**src/rtl/answer_reader.sv**
```systemverilog
// Polling master for the answer table: on start, reads addresses 0..N_ADDR-1 and
// streams header, data bytes and an additive checksum out as 8N1 UART frames.
module answer_reader #(
  parameter int unsigned CLK_DIV   = 868,
  parameter int unsigned N_ADDR    = 18,
  parameter logic [7:0]  HEADER    = 8'hA5,
  parameter logic [4:0]  PARK_ADDR = 5'd31
) (
  input  logic       clk,
  input  logic       rst,
  input  logic       start,
  output logic [4:0] addr,
  input  logic [7:0] data,
  output logic       tx,
  output logic       busy,
  output logic       done,
  output logic [7:0] frame_cnt
);

  localparam int unsigned       DIV_W    = (CLK_DIV > 1) ? $clog2(CLK_DIV) : 1;
  localparam logic [DIV_W-1:0]  DIV_LAST = DIV_W'(CLK_DIV - 1);
  localparam logic [4:0]        LAST_IDX = 5'(N_ADDR - 1);
  localparam logic [3:0]        LAST_DATA_BIT = 4'd8;
  localparam logic [3:0]        STOP_BIT = 4'd9;

  typedef enum logic [2:0] {
    S_IDLE,
    S_TX_HDR,
    S_SET_ADDR,
    S_WAIT,
    S_SAMPLE,
    S_TX_DATA,
    S_TX_SUM,
    S_FINISH
  } state_e;

  state_e           state_q,     state_d;
  logic [4:0]       index_q,     index_d;
  logic [7:0]       checksum_q,  checksum_d;
  logic [7:0]       shift_q,     shift_d;
  logic [3:0]       bit_cnt_q,   bit_cnt_d;
  logic [DIV_W-1:0] div_q,       div_d;
  logic [4:0]       addr_q,      addr_d;
  logic             tx_q,        tx_d;
  logic             busy_q,      busy_d;
  logic             done_q,      done_d;
  logic [7:0]       frame_cnt_q, frame_cnt_d;

  logic in_tx;
  logic bit_end;
  logic byte_end;

  assign in_tx    = (state_q == S_TX_HDR) || (state_q == S_TX_DATA) || (state_q == S_TX_SUM);
  assign bit_end  = (div_q == DIV_LAST);
  assign byte_end = bit_end && (bit_cnt_q == STOP_BIT);

  always_comb begin
    // NOTE: every _d starts from its _q (done from 0) so no branch below can infer a latch.
    state_d     = state_q;
    index_d     = index_q;
    checksum_d  = checksum_q;
    shift_d     = shift_q;
    bit_cnt_d   = bit_cnt_q;
    div_d       = div_q;
    addr_d      = addr_q;
    tx_d        = tx_q;
    busy_d      = busy_q;
    done_d      = 1'b0;
    frame_cnt_d = frame_cnt_q;

    // Bit timer shared by all three transmit states; bit 0 is start, 9 is stop.
    if (in_tx) begin
      if (!bit_end) begin
        div_d = div_q + DIV_W'(1);
      end else begin
        div_d = '0;
        if (bit_cnt_q != STOP_BIT) begin
          bit_cnt_d = bit_cnt_q + 4'd1;
          if (bit_cnt_q == LAST_DATA_BIT) begin
            tx_d = 1'b1;
          end else begin
            tx_d    = shift_q[0];
            shift_d = {1'b0, shift_q[7:1]};
          end
        end
      end
    end

    case (state_q)
      S_IDLE: begin
        tx_d   = 1'b1;
        addr_d = PARK_ADDR;
        busy_d = 1'b0;
        if (start) begin
          state_d    = S_TX_HDR;
          busy_d     = 1'b1;
          checksum_d = 8'd0;
          index_d    = 5'd0;
          shift_d    = HEADER;
          tx_d       = 1'b0;
          bit_cnt_d  = 4'd0;
          div_d      = '0;
        end
      end

      S_TX_HDR: begin
        if (byte_end) begin
          state_d = S_SET_ADDR;
          tx_d    = 1'b1;
        end
      end

      S_SET_ADDR: begin
        addr_d  = index_q;
        state_d = S_WAIT;
      end

      // The responder registers the new address during this cycle.
      S_WAIT: begin
        state_d = S_SAMPLE;
      end

      S_SAMPLE: begin
        shift_d    = data;
        checksum_d = checksum_q + data;
        tx_d       = 1'b0;
        bit_cnt_d  = 4'd0;
        div_d      = '0;
        state_d    = S_TX_DATA;
      end

      S_TX_DATA: begin
        if (byte_end) begin
          if (index_q == LAST_IDX) begin
            state_d   = S_TX_SUM;
            addr_d    = PARK_ADDR;
            shift_d   = checksum_q;
            tx_d      = 1'b0;
            bit_cnt_d = 4'd0;
            div_d     = '0;
          end else begin
            index_d = index_q + 5'd1;
            tx_d    = 1'b1;
            state_d = S_SET_ADDR;
          end
        end
      end

      S_TX_SUM: begin
        if (byte_end) begin
          state_d = S_FINISH;
          tx_d    = 1'b1;
          done_d  = 1'b1;
        end
      end

      S_FINISH: begin
        frame_cnt_d = frame_cnt_q + 8'd1;
        busy_d      = 1'b0;
        state_d     = S_IDLE;
      end

      default: begin
        state_d = S_IDLE;
        tx_d    = 1'b1;
        addr_d  = PARK_ADDR;
        busy_d  = 1'b0;
      end
    endcase
  end

  always_ff @(posedge clk or negedge rst) begin
    if (!rst) begin
      state_q     <= S_IDLE;
      index_q     <= 5'd0;
      checksum_q  <= 8'd0;
      shift_q     <= 8'd0;
      bit_cnt_q   <= 4'd0;
      div_q       <= '0;
      addr_q      <= PARK_ADDR;
      tx_q        <= 1'b1;
      busy_q      <= 1'b0;
      done_q      <= 1'b0;
      frame_cnt_q <= 8'd0;
    end else begin
      // NOTE: non-blocking so every flop samples the pre-edge value of every other flop.
      state_q     <= state_d;
      index_q     <= index_d;
      checksum_q  <= checksum_d;
      shift_q     <= shift_d;
      bit_cnt_q   <= bit_cnt_d;
      div_q       <= div_d;
      addr_q      <= addr_d;
      tx_q        <= tx_d;
      busy_q      <= busy_d;
      done_q      <= done_d;
      frame_cnt_q <= frame_cnt_d;
    end
  end

  assign addr      = addr_q;
  assign tx        = tx_q;
  assign busy      = busy_q;
  assign done      = done_q;
  assign frame_cnt = frame_cnt_q;

endmodule

```
**config.mk**
```make
export PLATFORM = sky130hd
export DESIGN_NAME = answer_reader
export DESIGN_NICKNAME = d
export VERILOG_FILES = /design/src/rtl/answer_reader.sv
export SDC_FILE = /design/constraint.sdc
export NUM_CORES = 1
export LEC_CHECK = 0
export ABC_AREA = 0
export ABC_CLOCK_PERIOD_IN_PS = 3300
export CAP_MARGIN = 5
export CORE_MARGIN = 10
export CORE_UTILIZATION = 60
export CTS_CLUSTER_SIZE = 24
export DETAILED_ROUTE_END_ITERATION = 8
export HOLD_SLACK_MARGIN = 0.02
export PLACE_DENSITY = 0.91
export SYNTH_ARGS = -nofsm -noshare
export SYNTH_HDL_FRONTEND = slang
export SYNTH_SLANG_ARGS = --single-unit
```
**constraint.sdc**
```tcl
create_clock -name clk -period 3.3 [get_ports clk]
set_input_delay 0.99 -clock clk [delete_from_list [all_inputs] [get_ports clk]]
set_output_delay 0.99 -clock clk [all_outputs]
set_load 0.02 [all_outputs]
```
==> results of run 1 <==
-- metrics by stage --
stage	area (µm²)	power, mW	hold WS [ns]	setup slack [ns]
floorplan	3130	0.996	0.462	0.817
global placement	3430	1.07	0.461	0.325
detailed placement	3430	1.09	0.482	0.272
CTS	3580	1.63	0.496	0.602
global route	3580	1.70	0.518	0.499
finish	3580	1.62	0.484	0.605
-- kinds of logic (layout without fill, tap and decap cells) --
family | Yosys count | count (layout) | share of synthesized area [%]
compound gates | 77 | 77 | 17.7
xor+xnor | 25 | 25 | 7.00
buf+inv | 19 | 43 | 2.88
flops | 54 | 54 | 43.4
fa+ha+maj | 15 | 15 | 6.24
mux | 11 | 11 | 3.56
simple gates | 103 | 103 | 19.2
-- cells in the mapped netlist, drive strengths merged, types with 3 or more instances --
cell type | count | area share [%]
mux2i | 10 | 3.2
dfstp | 6 | 5.0
and3 | 7 | 1.4
a21oi | 16 | 2.6
nor3 | 3 | 0.80
buf | 4 | 1.1
nand3 | 15 | 2.4
o21ai | 20 | 3.4
a221oi | 3 | 0.84
and2 | 3 | 0.68
xnor2 | 14 | 3.9
xor2 | 11 | 3.1
nand2 | 23 | 2.8
inv | 6 | 0.72
o22a | 10 | 2.8
a21o | 6 | 1.4
dfrtp | 48 | 38
a31oi | 3 | 0.60
nor3b | 4 | 0.96
nand3b | 3 | 0.72
a22oi | 4 | 0.96
ha | 14 | 5.6
nand4 | 5 | 1.0
nand2b | 4 | 0.80
nor2 | 21 | 2.5
clkbuf | 8 | 0.96
o211ai | 3 | 0.72
-- worst max path at each step --
stage,cells past startpoint,end,from,slack [ns]
floorplan,7,checksum_q[6],data[0],0.82
finish,8,checksum_q[6],data[0],0.60
global placement,8,checksum_q[6],data[0],0.33
CTS,8,checksum_q[6],data[0],0.60
detailed placement,8,checksum_q[6],data[0],0.27
global route,8,checksum_q[6],data[0],0.50
-- registers in the layout (all words and copies together), names as in the netlist --
signal      cells
state_q         3
done            1
checksum_q      8
tx              1
frame_cnt       8
div_q          10
shift_q         8
index_q         5
bit_cnt_q       4
busy            1
addr            5
-- layer usage --
metal | part of all wire [%] | vias up | track usage [%]
met4 | 0.97 | 0 | 4.50
met2 | 51 | 45 | 27.4
met3 | 4.3 | 6 | 3.59
met5 | 0 | - | 0
met1 | 44 | 1193 | 19.4
li1 | - | 1157 | -
-- power by group through the flow --
stage               Sequential (mW)  Clock [mW]  Combinational [mW]
floorplan                     0.809           0               0.187
global placement              0.812           0               0.261
detailed placement            0.818           0               0.273
CTS                           0.805       0.548               0.276
global route                  0.817       0.575               0.303
finish                        0.805       0.540               0.271
-- area by class of cell --
type	count	area, µm²
Multi-Input combinational cell	231	1680
Clock inverter	2	60.1
Tap cell	70	87.6
Inverter	7	26.3
Fill cell	397	1500
Sequential cell	54	1360
Timing Repair Buffer	28	283
Clock buffer	6	82.6
==> reports/qor_table.md, run 1 <==
| Item | Reported |
|:---|:---|
| Wire length of the first global-routing pass | 11500 µm |
| Vias per std cell | 6.03 |
| Worst min path class | flip-flop to flip-flop |
| Flip-flop cell with the highest count after synthesis | dfrtp_1 |
| Maximum number of buffers from clock root to sink | 2 |
| Final setup violation count | 0 |
| Combinational cell fraction of total power | 16.8% |
| Number of cells in the design after placement | 390 |
| Count of cell types in the netlist | 62 |
| Total of cells resized after clock tree synthesis | 0 |
| Crit path max fanout | 2 |
| Total negative slack for setup checks | 0 ns |
| Critical path class | input port to flip-flop |
| Number of synthesized flops with an enable pin | 0 |
| Remaining global-route overflow | 0 |
| Register bit total from synthesis | 54 |
| Drt wl/cell | 16.4 µm |
| Startpoint of the lowest-slack hold path | frame_cnt[7] |
| Worst slew slack as a fraction of its limit | 47.7% |
| Number of post-CTS setup repair buffers | 0 |
| Peak supply drop | 281 µV |
| Drt initial violations | 101 |
| Number of antenna violations at the first check in global routing | 0 |
| DRT Pass-1 Iters | 4 |
| I/O pin count | 27 |
| Most frequent standard cell in the layout excluding fill and tap cells | dfrtp_1 |
| Endpoint of the most critical register-to-register path | shift_q[3] |
| Number of slew-limit violations in the final report | 0 |
| Clk pwr share | 33.4% |
| Critical path buffer and inverter count | 1 |
| Worst path most repeated cell | a21o_1 |
| Clk Latency, worst-skew pair | 0.31 ns |
| Worst-path cell with the longest stage delay | clkdlybuf4s50_1 |
| Most frequent cells in the layout | dfrtp_1 (48), clkdlybuf4s50_1 (25), nand2_1 (23) |
| Y dimension of the die | 92.2 µm |
| Critical-path cell list | clkdlybuf4s50_1, ha_1, fa_1, a21o_1, a21o_1, a21oi_1, mux2i_1, nand3_1 |
| Cell count after synthesis | 304 |
| Post-Synthesis Cell Area | 3130 µm² |
| Net switching fraction of the power | 26.1% |
| Count of nets after finishing | 353 |
| Overall track demand over capacity in global routing | 15.9% |
| Share of synthesized area occupied by flip-flops and latches | 43.4% |
| Total internal power | 1.19 mW |
| Unrepaired setup endpoints after global routing | false |
| Transition at the pin with the smallest max-transition slack | 0.782 ns |
| Synthesized area divided by synthesized cell count | 10.3 µm² |
| CTS tree | built |
| Reg clk slew, reported paths | 0.10 ns |
| Largest delay share family, worst path | adder cells |
| Switching pwr | 422 µW |
| Leakage power | 1.52 nW |
| Sequential share of power | 49.8% |
| Post-synth ARST share | 100% |
| Max cap viols | 0 |
| Crit path capture type | flip-flop |
| Run status | finished clean |
| GPL Wtd Cong | 0.888 |
| DP HPWL | 4810 µm |
| Required @ worst endpoint | 3.50 ns |
| Final std cells w/o fill | 398 |
| Detailed-route wire length | 6520 µm |
| Initial Util | 61.6% |
| End of the worst hold path | frame_cnt[7] |
| Highest achievable clock rate | 0.371 GHz |
| Clock tree root buffer cell | clkbuf_8 |
| Synth warn | 0 |
| P&R area growth vs syn | 14.4% |
| Reg-to-reg critical path startpoint | state_q[2] |
| Worst-case register-to-register setup slack | 0.88 ns |
| Number of nets with antenna violations after routing | 0 |
| Largest net degree at the start of global routing | 31 |
| TritonCTS buffer count | 5 |
| Via count | 2401 |
| Worst path max stage delay | 0.43 ns |
| Area of the core | 5070 µm² |
| Hold Violations, Final | 0 |
| Number of clock sinks seen by CTS | 54 |
| Layout cells sized above 1 | 9.76% |
| Final worst-path cycle share | 81.7% |
| CTS H-tree lvls | 2 |
| Time the final worst path needs with I/O delays and setup | 2.70 ns |
| Final Util | 70.5% |
| Count of hold buffers inserted by post-cts repair | 0 |
| Synthesized net count | 330 |
| Number of buffers added on ports | 26 |
| Remaining routing DRC violations | 0 |
| Count of antenna diodes in the layout | 0 |
| Total Die Area | 8500 µm² |
| Worst reg-to-reg path cell count | 5 |
| Vias in the first global route | 2465 |
| Rows | 26 |
| Clock skew | 0.00807 ns |
| Die extent in x | 92.2 µm |
| Critical Path Start Type | input port |
| Depth of the worst hold-timing path | 1 |
| Worst EP arrival | 2.89 ns |
| Areal power density over the cells | 452 nW/µm² |
Power figures use the tool's default switching activity.
==> run 2, diff against run 1 <==
- ABC_CLOCK_PERIOD_IN_PS: 3300 -> 2750
- CORE_UTILIZATION: 60 -> 58
- PLACE_DENSITY: 0.91 -> 0.89
- clock period: 3.3 -> 2.75 ns (I/O delays scaled with it)
==> run 2 against run 1 <==
Worst hold slack got worse by 0.0023 ns. Routed wire length increased by 1.6%. Largest cell class unchanged. Clock power shrank 2%. Total power grew 13%. First-iteration DRC count grew 100%.
==> reports/qor_table.md, run 2 (synthesis gave the netlist of run 1 again) <==
| Item | Reported |
|:---|:---|
| Max cap viols | 0 |
| DP HPWL | 4850 µm |
| Total Die Area | 8730 µm² |
| Drt wl/cell | 16.3 µm |
| Time the final worst path needs with I/O delays and setup | 2.54 ns |
| Worst reg-to-reg path cell count | 6 |
| DRT Pass-1 Iters | 4 |
| Max reg flops | 10 |
| Clock tree root buffer cell | clkbuf_8 |
| Peak supply drop | 284 µV |
| Largest net degree at the start of global routing | 35 |
| Number of buffers added on ports | 26 |
| Reg-to-reg critical path startpoint | div_q[0] |
| Number of post-CTS setup repair buffers | 0 |
| End of the worst hold path | frame_cnt[7] |
| Depth of the worst hold-timing path | 1 |
| Final Util | 69.6% |
| Run status | finished clean |
| Count of antenna diodes in the layout | 0 |
| Die extent in x | 93.4 µm |
| Wire length of the first global-routing pass | 11300 µm |
| Drt initial violations | 205 |
| Layout cells sized above 1 | 11.9% |
| Total of cells resized after clock tree synthesis | 0 |
| Remaining global-route overflow | 0 |
| Required @ worst endpoint | 2.94 ns |
| Areal power density over the cells | 506 nW/µm² |
| Via count | 2465 |
| Y dimension of the die | 93.4 µm |
| CTS tree | built |
| Final worst-path cycle share | 92.3% |
| Final setup violation count | 0 |
| Count of hold buffers inserted by post-cts repair | 0 |
| Vias per std cell | 6.06 |
| Hold Violations, Final | 0 |
| Clk Latency, worst-skew pair | 0.30 ns |
| Area of the core | 5170 µm² |
| Transition at the pin with the smallest max-transition slack | 0.836 ns |
| Most frequent cells in the layout | dfrtp_1 (48), clkdlybuf4s50_1 (25), nand2_1 (23) |
| Critical path class | input port to flip-flop |
| TritonCTS buffer count | 5 |
| Crit path max fanout | 2 |
| Filler cells | 369 |
| Worst path max stage delay | 0.43 ns |
| Worst slew slack as a fraction of its limit | 44.1% |
| Clock skew | 0.00614 ns |
| Highest achievable clock rate | 0.394 GHz |
| Initial Util | 60.5% |
| Remaining routing DRC violations | 0 |
| I/O pin count | 27 |
| Worst path most repeated cell | a21o_1 |
| Vias in the first global route | 2421 |
| Register containing the most flip-flops in the final layout | div_q |
| Critical path buffer and inverter count | 1 |
| Unrepaired setup endpoints after global routing | false |
| Startpoint of the lowest-slack hold path | frame_cnt[7] |
| Crit path capture type | flip-flop |
| Worst EP arrival | 2.73 ns |
| Endpoint of the most critical register-to-register path | shift_q[3] |
| CTS H-tree lvls | 2 |
| Hold Slack | 0.482 ns |
| Worst-case register-to-register setup slack | 0.53 ns |
| Worst-path cell with the longest stage delay | clkdlybuf4s50_1 |
| Overall track demand over capacity in global routing | 15.5% |
| Largest delay share family, worst path | adder cells |
| Critical-path cell list | clkdlybuf4s50_1, ha_1, fa_1, a21o_1, a21o_1, a21oi_1, mux2i_1, nand3_1 |
| Rows | 26 |
| Most frequent standard cell in the layout excluding fill and tap cells | dfrtp_1 |
| Worst min path class | flip-flop to flip-flop |
| Number of slew-limit violations in the final report | 0 |
| Leakage power | 1.54 nW |
| Detailed-route wire length | 6630 µm |
| Maximum number of buffers from clock root to sink | 2 |
| Critical Path Start Type | input port |
| GPL Wtd Cong | 0.817 |
| P&R area growth vs syn | 15.1% |
| Number of clock sinks seen by CTS | 54 |
| Reg clk slew, reported paths | 0.10 ns |
| Number of nets with antenna violations after routing | 0 |
| Count of nets after finishing | 362 |
| Number of antenna violations at the first check in global routing | 0 |
-- run 2: changes by cell type in the layout (fill, tap and decap cells not counted), sizes merged --
cell,previous run,this run
clkinvlp,0,1
bufinv,2,1
buf,3,12
-- run 2: layout make-up --
| class | instances | area (µm²) | share of cell area (%) |
|---|---|---|---|
| multi-input combinational | 231 | 1680 | 46.6 |
| inverter | 7 | 26.3 | 0.730 |
| timing repair buffer | 37 | 338 | 9.38 |
| clock inverter | 2 | 37.5 | 1.04 |
| tap | 70 | 87.6 | 2.43 |
| clock buffer | 6 | 72.6 | 2.02 |
| sequential | 54 | 1360 | 37.7 |
-- run 2: through the flow --
stage / TNS [ns] / setup WS [ns] / cell area (µm²) / power [mW] / instances
floorplan: 0 / 0.432 / 3130 / 1.20 / 304
global placement: -0.0281 / -0.0281 / 3490 / 1.29 / 399
detailed placement: -0.104 / -0.0956 / 3490 / 1.31 / 399
CTS: 0 / 0.212 / 3600 / 1.84 / 407
global route: 0 / 0.193 / 3600 / 1.92 / 407
finish: 0 / 0.212 / 3600 / 1.82 / 407
-- run 2: how the worst max path moves through the flow --
stage / startpoint / endpoint / slack (ns) / depth (start not counted)
after floorplan: data[0] / checksum_q[6] / 0.43 / 7
after global placement: data[0] / checksum_q[6] / -0.03 / 8
after detailed placement: data[0] / checksum_q[6] / -0.1 / 8
after CTS: data[0] / checksum_q[6] / 0.21 / 8
after global routing: data[0] / checksum_q[6] / 0.19 / 8
final: data[0] / checksum_q[6] / 0.21 / 8
-- run 2: per-layer routing --
| metal | global-route usage (%) | up-vias | wire [µm] |
|---|---|---|---|
| met4 | 5.01 | 0 | 121 |
| met5 | 0 | - | 0 |
| met3 | 3.76 | 12 | 301 |
| li1 | - | 1186 | - |
| met2 | 26.2 | 43 | 3360 |
| met1 | 18.8 | 1224 | 2850 |
-- run 2: power by group --
group | internal, mW | switching (mW) | leakage [nW]
logic | 0.169 | 0.158 | 0.825
registers | 0.878 | 0.0898 | 0.661
clock network | 0.272 | 0.256 | 0.0514
total | 1.32 | 0.503 | 1.54
==> run 3, diff against run 2 <==
- CORE_UTILIZATION: 58 -> 60
- DONT_BUFFER_PORTS: unset -> 1
- GPL_ROUTABILITY_DRIVEN: unset -> 0
- PLACE_DENSITY: 0.89 -> 0.85
==> run 3 against run 2 <==
Combinational power down 22%. Largest power group unchanged. Non-clock buffer count down 32. Sequential power up 1%. Clock power down 8.7%. Via count down 6.7%. Fmax up 16%. Largest cell class unchanged. Final cell count down 7.9%. Critical endpoint is now shift_q[6].
==> reports/qor_table.md, run 3 (synthesis gave the netlist of run 1 again) <==
| Item | Reported |
|:---|:---|
| Overall track demand over capacity in global routing | 15.5% |
| Required @ worst endpoint | 2.96 ns |
| Drt initial violations | 89 |
| Critical path class | flip-flop to flip-flop |
| Vias per std cell | 6.13 |
| Final worst-path cycle share | 79.3% |
| Register containing the most flip-flops in the final layout | div_q |
| Detailed-route wire length | 6250 µm |
| Rows | 26 |
| Clock skew | 0.0129 ns |
| Final Util | 64.8% |
| Reg clk slew, reported paths | 0.10 ns |
| Worst slew slack as a fraction of its limit | 47.6% |
| P&R area growth vs syn | 5.16% |
| Y dimension of the die | 92.2 µm |
| Number of post-CTS setup repair buffers | 0 |
| Number of slew-limit violations in the final report | 0 |
| Crit path max fanout | 9 |
| Number of nets with antenna violations after routing | 0 |
| Total negative slack for setup checks | 0 ns |
| Number of buffers added on ports | 0 |
| Critical Path Start Type | flip-flop |
| TritonCTS buffer count | 5 |
| Most frequent cells in the layout | dfrtp_1 (48), nand2_1 (23), nor2_1 (21) |
| Vias in the first global route | 2332 |
| Max cap viols | 0 |
| DP HPWL | 4630 µm |
| Drt wl/cell | 16.7 µm |
| Area of the core | 5070 µm² |
| Count of antenna diodes in the layout | 0 |
| Crit path capture type | flip-flop |
| Clock tree root buffer cell | clkbuf_8 |
| Layout cells sized above 1 | 11.1% |
| Hold Slack | 0.197 ns |
| Max reg flops | 10 |
| Initial Util | 61.6% |
| Areal power density over the cells | 523 nW/µm² |
| Via count | 2300 |
| Worst EP arrival | 2.39 ns |
| Time the final worst path needs with I/O delays and setup | 2.18 ns |
| Clk Latency, worst-skew pair | 0.31 ns |
| Highest achievable clock rate | 0.458 GHz |
| Maximum number of buffers from clock root to sink | 2 |
| CTS H-tree lvls | 2 |
| Total of cells resized after clock tree synthesis | 0 |
| Remaining global-route overflow | 0 |
| Most frequent standard cell in the layout excluding fill and tap cells | dfrtp_1 |
| DRT Pass-1 Iters | 4 |
| Count of hold buffers inserted by post-cts repair | 0 |
| Transition at the pin with the smallest max-transition slack | 0.783 ns |
| Remaining routing DRC violations | 0 |
| Worst min path class | input port to async pin |
| Largest net degree at the start of global routing | 55 |
| Number of antenna violations at the first check in global routing | 0 |
| Number of clock sinks seen by CTS | 54 |
| Unrepaired setup endpoints after global routing | false |
| CTS tree | built |
| Hold Violations, Final | 0 |
| Run status | finished clean |
| Die extent in x | 92.2 µm |
| Total Die Area | 8500 µm² |
| Leakage power | 1.41 nW |
| I/O pin count | 27 |
| Wire length of the first global-routing pass | 11100 µm |
| Peak supply drop | 253 µV |
| Count of nets after finishing | 330 |
| Final setup violation count | 0 |
run 3: cell types whose count changed in the layout (fill, tap and decap cells not counted):
cell	before	now
buf_2	1	0
buf_4	11	5
clkinvlp_4	1	0
clkinv_4	0	2
clkbuf_1	1	0
clkbuf_8	5	6
bufinv_16	1	0
clkdlybuf4s50_1	25	0
run 3: area by class of cell:
cell class | count | area [µm²]
clock inverters | 2 | 17.5
fillers | 427 | 1790
repair buffers | 5 | 37.5
flip-flops and latches | 54 | 1360
inverters | 7 | 26.3
well taps | 70 | 87.6
multi-input cells | 231 | 1680
clock buffers | 6 | 82.6
run 3: routing by layer:
metal  wire [µm]  up-vias  share of wire [%]  GRT usage, %
li1            -     1111                  -             -
met5           0        -                  0             0
met4          68        0                1.1          5.14
met2        3170       40                 51          26.4
met3         321        8                5.1          4.73
met1        2690     1141                 43          18.2
run 3: per-stage QoR:
step	power, mW	cell area [µm²]	std cells	setup WS [ns]
global placement	1.23	3190	367	0.385
floorplan	1.20	3130	304	0.432
detailed placement	1.25	3190	367	0.350
CTS	1.73	3290	375	0.544
global route	1.82	3290	375	0.387
finish	1.72	3290	375	0.568
run 3: power by group:
group	internal (mW)	switching (mW)	leakage (nW)
Sequential	0.879	0.103	0.661
Clock	0.208	0.274	0.0514
Combinational	0.136	0.118	0.698
run 3: worst paths after layout:
kind                                     from             to  slack, ns  cells past startpoint
max in group asynchronous                 rst        addr[0]       2.37                      0
worst min register to register  checksum_q[7]  checksum_q[7]       0.52                      1
worst min-delay path                      rst     index_q[3]       0.20                      0
min in group clk                checksum_q[7]  checksum_q[7]       0.52                      1
worst max-delay path                 div_q[0]     shift_q[6]       0.57                      6
worst max register to register       div_q[0]     shift_q[6]       0.57                      6
run 3: critical path: stages, from the launching register on:
cell and delay [ns]:
dfrtp_1 0.41, ha_1 0.20, or3b_4 0.43, a2111oi_4 0.44, and2_4 0.30, mux2i_1 0.25
o21ai_2 0.06
